`src/rtl/alu_mul_sequencer.sv`:
```
// Multi-cycle RV64 MUL sequencer: drives the shared ALU through
// shift-and-add iterations and returns the low WIDTH product bits.
module alu_mul_sequencer #(
    parameter int WIDTH      = 64,
    parameter bit EARLY_EXIT = 1'b1
) (
    input  logic             clk,
    input  logic             rst_n,
    input  logic             req_valid,
    output logic             req_ready,
    input  logic [WIDTH-1:0] req_a,
    input  logic [WIDTH-1:0] req_b,
    output logic             resp_valid,
    input  logic             resp_ready,
    output logic [WIDTH-1:0] resp_result,
    input  logic             flush,
    output logic             busy,
    output logic [WIDTH-1:0] alu_a,
    output logic [WIDTH-1:0] alu_b,
    output logic [1:0]       alu_ctrl,
    input  logic [WIDTH-1:0] alu_result
);

    localparam int CW = (WIDTH > 1) ? $clog2(WIDTH) : 1;
    localparam logic [CW-1:0] LAST = CW'(WIDTH - 1);

    typedef enum logic [1:0] {
        IDLE = 2'b00,
        BUSY = 2'b01,
        DONE = 2'b10
    } state_t;

    state_t state, state_nx;

    logic [WIDTH-1:0] acc, acc_nx;
    logic [WIDTH-1:0] mcand, mcand_nx;
    logic [WIDTH-1:0] mplier, mplier_nx;
    logic [CW-1:0]    count, count_nx;

    always_ff @(posedge clk or negedge rst_n) begin
        if (!rst_n) begin
            state  <= IDLE;
            acc    <= '0;
            mcand  <= '0;
            mplier <= '0;
            count  <= '0;
        end else begin
            state  <= state_nx;
            acc    <= acc_nx;
            mcand  <= mcand_nx;
            mplier <= mplier_nx;
            count  <= count_nx;
        end
    end

    always_comb begin
        state_nx    = state;
        acc_nx      = acc;
        mcand_nx    = mcand;
        mplier_nx   = mplier;
        count_nx    = count;
        req_ready   = 1'b0;
        resp_valid  = 1'b0;
        resp_result = '0;
        busy        = 1'b0;
        alu_a       = '0;
        alu_b       = '0;
        alu_ctrl    = 2'b00;

        unique case (state)
            IDLE: begin
                req_ready = 1'b1;
                if (req_valid) begin
                    acc_nx    = '0;
                    mcand_nx  = req_a;
                    mplier_nx = req_b;
                    count_nx  = '0;
                    if (EARLY_EXIT && (req_b == '0))
                        state_nx = DONE;
                    else
                        state_nx = BUSY;
                end
            end
            BUSY: begin
                busy  = 1'b1;
                alu_a = acc;
                alu_b = mcand;
                if (mplier[0])
                    acc_nx = alu_result;
                mcand_nx  = mcand << 1;
                mplier_nx = mplier >> 1;
                count_nx  = count + CW'(1);
                // Stop early once no set multiplier bits remain.
                if ((count == LAST) ||
                    (EARLY_EXIT && ((mplier >> 1) == '0)))
                    state_nx = DONE;
            end
            DONE: begin
                resp_valid  = 1'b1;
                resp_result = acc;
                if (resp_ready)
                    state_nx = IDLE;
            end
            default: begin
                state_nx = IDLE;
            end
        endcase

        if (flush) begin
            state_nx  = IDLE;
            acc_nx    = '0;
            mcand_nx  = '0;
            mplier_nx = '0;
            count_nx  = '0;
        end
    end

endmodule

```
`config.mk`:
```
export PLATFORM = sky130hd
export DESIGN_NAME = alu_mul_sequencer
export DESIGN_NICKNAME = d
export VERILOG_FILES = /design/src/rtl/alu_mul_sequencer.sv
export SDC_FILE = /design/constraint.sdc
export NUM_CORES = 1
export LEC_CHECK = 0
export ABC_AREA = 0
export ABC_CLOCK_PERIOD_IN_PS = 2400
export BUFFER_PORTS_ARGS = -buffer_cell sky130_fd_sc_hd__buf_2
export CORE_MARGIN = 8
export CORE_UTILIZATION = 49
export DETAILED_ROUTE_END_ITERATION = 8
export MAX_ROUTING_LAYER = met4
export PLACE_DENSITY = 0.81
export SLEW_MARGIN = 20
export SYNTH_ARGS = -nofsm -noshare
export SYNTH_HDL_FRONTEND = slang
export SYNTH_SLANG_ARGS = --single-unit
```
`constraint.sdc`:
```
create_clock -name clk -period 2.4 [get_ports clk]
set_input_delay 0.48 -clock clk [delete_from_list [all_inputs] [get_ports clk]]
set_output_delay 0.48 -clock clk [all_outputs]
set_load 0.01 [all_outputs]
```
==> metrics, run 1 <==
setup bufs post-CTS 0; crit path time final about 2.3 ns; status completed; Worst Setup End Kind output pin; max-cap violation count 0; Synth Register Bits 200; Finished Layout Cells roughly 1800; DRC 0; synthesis warning total 0; mapped cell area ~10000 um^2; Yosys cell types 31; floorplan core area 20100 um^2; TritonCTS clock tree yes; startpoint types flip-flop; root buffer cell clkbuf_16; syn avg cell area about 9 um^2; Hold-fix buffers, CTS 0; share of cells above drive strength 1 0.3027; placed insts about 1700; WS Path Type reg -> out; CTS sink cnt 200; routed vias around 9400; Vias/cell 5.340; largest net degree at the start of global routing roughly 120; Overflow after GRT 0; final hold vios 0; Port Buf Inserts a little under 400; fmax about 0.43 GHz; Sum Neg Setup Slack 0 ns; worst-margin pin slew roughly 0.8 ns; RSZ-0062 raised after global routing no; Post-DRT Antenna Nets 0; Num CTS Buffers 17; Final Setup Violations 0; nets approximately 1700; Placed Area roughly 12000 um^2; crit path max fanout 27; Clock Latency Late Sink between 0.4 and 0.5 ns; CP Launch Point state[0]; number of global-route vias before repair between 9000 and 10000; peak supply drop just over 0.0005 V; worst hold path class in -> async; fill count 1662; power density over cell area between 900 and 1000 nW/um^2; Seq/Total Area, Yosys 0.5025; leading area contributor after synthesis dfrtp_1; final core occ 0.6410; Worst EP required ~1.9 ns; WL/cell 18.49 um; Final WS setup 0.09096 ns; Synth area leaders dfrtp_1 50%, and2_1 12%, nand2_1 9.8%; initial antenna violation count 1; # rows 52; GRT Util Overall 0.2604; drt pass-1 iters 5; pre-CTS WS approximately 0.11 ns; Slew Limit Fails 0; final wirelength about 33000 um; die height 158.6 um; Die X roughly 160 um; H-tree depth 4; die area 25140 um^2; post-layout instance area between 10000 and 15000 um^2; clock slew at reported path FFs 0.08 ns; HPWL after detailed placement around 24000 um; DR iter-0 viols between 800 and 900; Yosys top cell area share 0.5025; clock skew around 0.014 ns; global-route wire length before repair around 50000 um; placer congestion estimate roughly 0.91; Reg2Reg Launch Point state[1]; initial core utilization 0.4954; LEAKAGE 6.530 nW; hold slack 0.003904 ns; clk buf depth 2; Ports between 300 and 400; Slew Limit Headroom 0.4726; fin crit share 0.9621; post-layout power approximately 12 mW; P&R area growth vs syn 29.38%; Syn Inst Count 1135; Arrival @ worst endpoint between 1.5 and 2 ns
-- flip-flops by register name, summed over array words and instances, names as in the netlist --
signal / cells
count: 6
acc: 64
mplier: 64
state: 2
mcand: 64
-- layout make-up --
cell class	instances	area, um^2	area share
diodes	3	7.507	0.0005826
clock buffers	17	425.4	0.03301
clock inverters	15	201.4	0.01563
inverters	3	23.77	0.001845
multi-input cells	846	4602	0.3571
flip-flops and latches	200	5006	0.3885
well taps	270	337.8	0.02622
repair buffers	410	2270	0.1761
repair inverters	2	12.51	0.0009710
-- cell usage after synthesis --
library cell and n:
mux2i_1 63, nand2b_1 2, o21bai_1 4, dfrtp_1 200, inv_1 2, o21ai_0 176, nor2b_1 1, o31ai_1 1
nand4_1 8, conb_1 1, inv_2 1, and2_1 193, o41ai_1 1, buf_2 23, nor2_1 7, o21ai_1 20
a311oi_1 1, a32o_1 2, ha_1 1, and3_1 2, xor2_1 1, buf_4 3, buf_6 3, clkbuf_1 55
a22o_1 2, a21oi_1 63, nor3_1 1, buf_1 3, nor4_1 32, nand3_1 2, nand2_1 261
-- kinds of logic (layout without fill, tap and decap cells) --
group	after synthesis	count (layout)	synth area share
adder cells (fa/ha/maj)	1	1	0.001256
XOR/XNOR	1	1	0.0008796
AND/OR/NAND/NOR	509	509	0.2520
AO/OA/AOI/OAI	270	270	0.1394
flip-flops	200	200	0.5025
multiplexers	63	63	0.06332
other	1	5	0.0003765
buffers and inverters	90	447	0.04020
-- worst max-delay path, stage by stage (launching register included) --
cell and delay (ns):
dfrtp_2 0.47, nand2b_4 0.21, clkinv_8 0.16, buf_16 0.19, and2_1 0.20, buf_2 0.15
-- timing repair --
action | CTS | global route
gates resized for setup | 4 | 4
endpoints found under the setup margin | 85 | 19
cloned | 2 | 1
-- path summary, 6_finish.rpt --
kind	end	slack, ns	depth (start not counted)
setup reg to reg	acc[59]	0.40	6
min in group clk	acc[2]	0.27	3
max in group asynchronous	mcand[58]	1.68	2
hold reg to reg	mcand[30]	0.47	2
setup / recovery	alu_a[40]	0.09	5
hold / removal	mcand[42]	0.004	1
-- cell usage in the layout, fill, tap and decap left out, types with 4 or more instances in the layout --
cell | netlist | final
nand4_1 | 8 | 8
mux2i_1 | 63 | 63
nand2_1 | 261 | 261
nor2_1 | 7 | 6
buf_12 | 0 | 9
buf_2 | 23 | 390
clkinv_8 | 0 | 4
and2_1 | 193 | 192
o21ai_1 | 20 | 20
inv_6 | 0 | 5
dfrtp_1 | 200 | 199
nor4_1 | 32 | 32
o21ai_0 | 176 | 176
buf_4 | 3 | 5
clkbuf_16 | 0 | 18
a21oi_1 | 63 | 63
-- layer usage --
metal | vias to the layer above | track usage | share of wire
met5 | - | - | 0
met4 | 0 | 0.1051 | 0.030
met3 | 69 | 0.05836 | 0.080
met2 | 414 | 0.4022 | 0.48
met1 | 4463 | 0.3284 | 0.41
li1 | 4484 | - | -
-- report_power, final --
part           internal [mW]  leakage, nW  switching (mW)  total, mW
clock network           1.60        0.300            1.43       3.04
logic                   1.58         3.53            2.57       4.15
registers               4.16         2.70           0.613       4.77
total                   7.34         6.53            4.62       12.0
Power figures use the tool's default switching activity.
==> run 2: changes to the inputs <==
--- a/config.mk
+++ b/config.mk
@@ -5,11 +5,11 @@
 export SDC_FILE = /design/constraint.sdc
 export NUM_CORES = 1
 export LEC_CHECK = 0
-export ABC_AREA = 0
+export ABC_AREA = 1
 export ABC_CLOCK_PERIOD_IN_PS = 2400
 export BUFFER_PORTS_ARGS = -buffer_cell sky130_fd_sc_hd__buf_2
 export CORE_MARGIN = 8
-export CORE_UTILIZATION = 49
+export CORE_UTILIZATION = 50
 export DETAILED_ROUTE_END_ITERATION = 8
 export MAX_ROUTING_LAYER = met4
 export PLACE_DENSITY = 0.81
==> run 2 against run 1 <==
Compared with the run above: critical path depth up 1; clock power down 5%; wire length up 0.71%; maximum frequency up 1.3%; sequential share of layout area down 1.4 points; core utilization up 0.15 points; setup slack better by 0.030 ns.
==> metrics, run 2 <==
synthesis warning total 0 (unchanged); routed vias 10780 (+14%); Clock Latency Late Sink 0.43 ns (about the same); H-tree depth 4 (unchanged); Yosys cell types 25 (-19%); final wirelength 32880 um (+0.71%); HPWL after detailed placement 23590 um (-0.53%); status completed; clock skew 0.01078 ns (-0.003269 ns); Final WS setup 0.1213 ns (+0.03034 ns); initial antenna violation count 0 (-1); Yosys top cell area share 0.4765 (-0.02598); Slew Limit Headroom 0.5327 (+0.06011); LEAKAGE 6.869 nW (+5.2%); WS Path Type reg -> out; top flop regs acc: 64 flops, mcand: 64 flops, mplier: 64 flops; fmax 0.4388 GHz (+1.3%); startpoint types flip-flop; final hold vios 0 (unchanged); global-route wire length before repair 51720 um (+3.8%); worst hold path class in -> async; leading area contributor after synthesis dfrtp_1; fill count 1869 (+12%); Port Buf Inserts 391 (unchanged); pre-CTS WS 0.2162 ns (+0.1085 ns); Sum Neg Setup Slack 0 ns (unchanged); GRT Util Overall 0.2488 (-0.01168); number of global-route vias before repair 10280 (+9.8%); Overflow after GRT 0 (unchanged); area occupied by registers 5006 um^2 (unchanged); Multi-input gate area 4402 um^2 (-4.4%); TritonCTS clock tree yes; CP Cell Sequence inv_1 -> nor2_4 -> clkinv_8 -> buf_12 -> nor2_1 -> buf_2; Ports 394 (unchanged); Worst Setup End Kind output pin; Synth Register Bits 200 (unchanged); crit path buf inv count 4 (+1); peak supply drop 0.0004579 V (-10%); Slew Limit Fails 0 (unchanged); most frequent cell after synthesis nor2_1; DRC 0 (unchanged); CTS sink cnt 200 (unchanged); most frequent cells in the layout 390 x buf_2, 334 x nor2_1, 199 x dfrtp_1; Final Setup Violations 0 (unchanged); Arrival @ worst endpoint 1.80 ns (-0.03 ns); drt pass-1 iters 5 (unchanged); Vias/cell 5.170 (-3.2%); Num CTS Buffers 17 (unchanged); crit path max fanout 75 (+180%); Crit-path slowest cell dfrtp_1; Primary FF master, synth dfrtp_1; # rows 53 (+1.9%); floorplan core area 20820 um^2 (+3.6%); die area 25900 um^2 (+3.0%); initial core utilization 0.5044 (+0.008992); root buffer cell clkbuf_16; Syn Inst Count 1457 (+28%); EDFF count, synth 0 (unchanged); crit-path leading delay family buffers and inverters; Synth area leaders dfrtp_1 48%, nor2_1 12%, o21ai_0 7.2%; syn avg cell area 7.208 um^2 (-18%); die height 160.9 um (+1.5%); Post-DRT Antenna Nets 0 (unchanged); mapped cell area 10500 um^2 (+5.5%); WL/cell 15.77 um (-15%); power density over cell area 1180 nW/um^2 (+27%); largest net degree at the start of global routing 78 (-37%); Max stage delay on crit path 0.38 ns (-0.09 ns); DR iter-0 viols 1110 (+35%); Placed Area 12700 um^2 (+4.3%); Synth async-reset ratio 1.000 (unchanged); P&R area growth vs syn 27.38%; Seq/Total Area, Yosys 0.4765 (-0.02598); Worst EP required 1.92 ns (about the same); crit path time final 2.279 ns (-0.03034 ns); share of cells above drive strength 1 0.2582 (-0.04459); commonest non-fill, non-tap cell in the layout buf_2; Die X 160.9 um (+1.5%); nets 1994 (+19%); max-cap violation count 0 (unchanged); worst-margin pin slew 0.7010 ns (-0.08294 ns); post-layout instance area 13380 um^2 (+3.8%); clock slew at reported path FFs 0.08 ns (about the same); hold slack 0.01914 ns (+0.01523 ns); Hold-fix buffers, CTS 0 (unchanged); top post-synthesis cells by count 337 x nor2_1, 200 x dfrtp_1, 200 x nand2_1; clk buf depth 2 (unchanged); placer congestion estimate 0.9272 (+2.1%); fin crit share 0.9495 (-0.01264)
[run 2: final timing paths]
| kind | startpoint | end | slack [ns] | cells past startpoint |
|---|---|---|---|---|
| setup reg to reg | state[1] | mplier[5] | 0.48 | 5 |
| hold / removal | rst_n | acc[25] | 0.02 | 1 |
| hold reg to reg | mplier[48] | mplier[48] | 0.51 | 2 |
| max in group asynchronous | rst_n | mcand[7] | 1.70 | 2 |
| min in group clk | alu_result[28] | acc[28] | 0.29 | 3 |
| setup / recovery | state[0] | alu_b[40] | 0.12 | 6 |
[run 2: cell type report]
class,instances,area share
multi-input cells,984,0.3290
flip-flops and latches,200,0.3742
clock inverters,12,0.01066
well taps,275,0.02572
diodes,1,0.0001871
clock buffers,20,0.03339
repair buffers,423,0.1770
inverters,168,0.04845
repair inverters,2,0.001309
[run 2: where the power goes]
part           internal [mW]  switching [mW]
combinational           2.52            5.07
sequential              4.66           0.650
clock                   1.58            1.30
[run 2: kinds of logic after synthesis]
| group | count (synthesis) | share of synthesized area |
|---|---|---|
| compound gates | 299 | 0.1526 |
| fa+ha+maj | 1 | 0.001191 |
| buf+inv | 274 | 0.1083 |
| flops | 200 | 0.4765 |
| other cells | 1 | 0.0003571 |
| simple gates | 682 | 0.2610 |
[run 2: repair_timing]
item | 4_1_cts | 5_1_grt
hold endpoints to repair | 0 | 0
pin swaps | 0 | 1
gates cloned | 0 | 2
setup buffers | 0 | 5
setup endpoints to repair | 64 | 83
resized for setup | 3 | 2
[run 2: routing by layer]
metal | wire (um) | global-route usage | part of all wire | vias up
met5 | 0 | - | 0 | -
li1 | - | - | - | 5303
met2 | 16200 | 0.3974 | 0.49 | 456
met3 | 2301 | 0.04863 | 0.070 | 66
met1 | 13560 | 0.3105 | 0.41 | 4955
met4 | 816 | 0.08965 | 0.025 | 0
[run 2: through the flow]
stage | util | instances | total power, mW
5_1_grt | 0.6424 | 2084 | 17.05
3_5_place_dp | 0.6101 | 2045 | 12.71
4_1_cts | 0.6388 | 2077 | 15.66
3_3_place_gp | 0.6101 | 2045 | 12.50
6_report | 0.6425 | 2085 | 15.79
2_1_floorplan | - | 1458 | 10.38
==> run 3: changes to the inputs <==
--- a/config.mk
+++ b/config.mk
@@ -12,7 +12,7 @@
 export CORE_UTILIZATION = 50
 export DETAILED_ROUTE_END_ITERATION = 8
 export MAX_ROUTING_LAYER = met4
-export PLACE_DENSITY = 0.81
+export PLACE_DENSITY_LB_ADDON = 0.12
 export SLEW_MARGIN = 20
 export SYNTH_ARGS = -nofsm -noshare
 export SYNTH_HDL_FRONTEND = slang
==> run 3 against run 2 <==
Compared with the run above: total power down 1.2%; sequential power about the same; hold slack worse by 0.0085 ns; combinational power down 1%; critical path type unchanged; clock skew down 0.00055 ns; global-route usage up 0.65 points; wire length up 1.4%; maximum frequency down 0.58%; register-to-register slack worse by 0.12 ns; largest cell class unchanged.
==> metrics, run 3 (synthesized netlist as in run 2, its figures left out) <==
status completed; largest net degree at the start of global routing 85 (+9.0%); worst hold path class in -> async; Final WS setup 0.1081 ns (-0.01322 ns); final wirelength 33320 um (+1.4%); WS Path Type reg -> out; fin crit share 0.9550 (+0.005508); share of cells above drive strength 1 0.2568 (-0.001359); peak supply drop 0.0007077 V (+55%); worst-margin pin slew 0.7109 ns (+0.009943 ns); most frequent cells in the layout 390 x buf_2, 334 x nor2_1, 199 x dfrtp_1; Post-DRT Antenna Nets 0 (unchanged); CTS sink cnt 200 (unchanged); startpoint types flip-flop; hold slack 0.01062 ns (-0.008522 ns); H-tree depth 4 (unchanged); DRC 0 (unchanged); Arrival @ worst endpoint 1.81 ns (about the same); clock slew at reported path FFs 0.07 ns (about the same); Slew Limit Fails 0 (unchanged); number of global-route vias before repair 10050 (-2.2%); Finished Layout Cells 2081 (-0.19%); Vias/cell 5.154 (-0.31%); top flop regs acc: 64 flops, mcand: 64 flops, mplier: 64 flops; Worst Setup End Kind output pin; floorplan core area 20820 um^2 (unchanged); global-route wire length before repair 52620 um (+1.7%); Final Setup Violations 0 (unchanged); die area 25900 um^2 (unchanged); Overflow after GRT 0 (unchanged); WL/cell 16.01 um (+1.5%); Die X 160.9 um (unchanged); die height 160.9 um (unchanged); placed insts 2043 (-0.098%); Placed Area 12660 um^2 (-0.32%); drt pass-1 iters 5 (unchanged); clock skew 0.01024 ns (-0.0005455 ns); Port Buf Inserts 391 (unchanged); max-cap violation count 0 (unchanged); fmax 0.4363 GHz (-0.58%); Worst EP required 1.92 ns (about the same); crit path max fanout 42 (-44%); Ports 394 (unchanged); nets 1989 (-0.25%); routed vias 10730 (-0.50%); TritonCTS clock tree yes; initial core utilization 0.5044 (unchanged); Num CTS Buffers 17 (unchanged); Clock Latency Late Sink 0.44 ns (about the same); initial antenna violation count 3 (+3); post-layout instance area 13320 um^2 (-0.42%); pre-CTS WS 0.1876 ns (-0.02858 ns); post-layout power 15.60 mW (-1.2%); crit path time final 2.292 ns (+0.01322 ns); Slew Limit Headroom 0.5261 (-0.006628); root buffer cell clkbuf_16; HPWL after detailed placement 23890 um (+1.3%); DR iter-0 viols 1107 (-0.27%); # rows 53 (unchanged); P&R area growth vs syn 26.84%; power density over cell area 1171 nW/um^2 (-0.78%); LEAKAGE 6.842 nW (-0.40%); final hold vios 0 (unchanged); placer congestion estimate 0.9219 (-0.57%); GRT Util Overall 0.2552 (+0.006483); commonest non-fill, non-tap cell in the layout buf_2; clk buf depth 2 (unchanged)
[run 3: metrics by stage]
| stage | setup TNS [ns] | utilization |
|---|---|---|
| after floorplan | 0 | - |
| after global placement | 0 | 0.6082 |
| after detailed placement | 0 | 0.6082 |
| after CTS | 0 | 0.6359 |
| after global routing | -0.009462 | 0.6398 |
| final | 0 | 0.6398 |
[run 3: layout make-up]
cell class | instances | area, um^2
diodes | 3 | 7.507
clock buffers | 17 | 425.4
clock inverters | 14 | 137.6
fillers | 1938 | 7501
inverters | 168 | 661.9
multi-input cells | 984 | 4407
flip-flops and latches | 200 | 5006
well taps | 275 | 344.1
repair buffers | 419 | 2321
repair inverters | 1 | 11.26
[run 3: per-layer routing]
metal | vias up | wire length, um | global-route usage
met3 | 64 | 2432 | 0.04684
met1 | 4912 | 14400 | 0.3358
li1 | 5285 | - | -
met2 | 465 | 15570 | 0.3877
met4 | 0 | 923 | 0.09638
met5 | - | 0 | -
[run 3: where the power goes]
group / leakage, nW / internal [mW] / total, mW / switching (mW)
clock: 0.271 / 1.45 / 2.81 / 1.36
combinational: 3.91 / 2.42 / 7.49 / 5.07
sequential: 2.66 / 4.66 / 5.30 / 0.636
total: 6.84 / 8.54 / 15.6 / 7.06
[run 3: final timing paths]
path                              end  depth (start not counted)           start  slack (ns)
setup reg to reg           mplier[45]                          8        state[0]        0.36
hold reg to reg              count[3]                          1        count[3]        0.50
hold / removal              mcand[26]                          1           rst_n        0.01
setup / recovery            alu_b[38]                          6        state[1]        0.11
max in group asynchronous  mplier[31]                          2           rst_n        1.75
min in group clk              acc[52]                          3  alu_result[52]        0.27
[run 3: critical path: stages, from the launching register on]
cell	delay (ns)
dfrtp_1	0.47
nor2_4	0.14
buf_12	0.14
clkinv_16	0.11
buf_4	0.20
nor2_1	0.14
buf_2	0.16
[run 3: what timing repair did]
| item | in CTS | in global routing |
|---|---|---|
| gates cloned | 0 | 1 |
| hold buffers | 0 | 0 |
| resized for setup | 4 | 6 |
| buffers inserted | 0 | 3 |
| pin swaps | 0 | 1 |
| endpoints found under the setup margin | 73 | 100 |
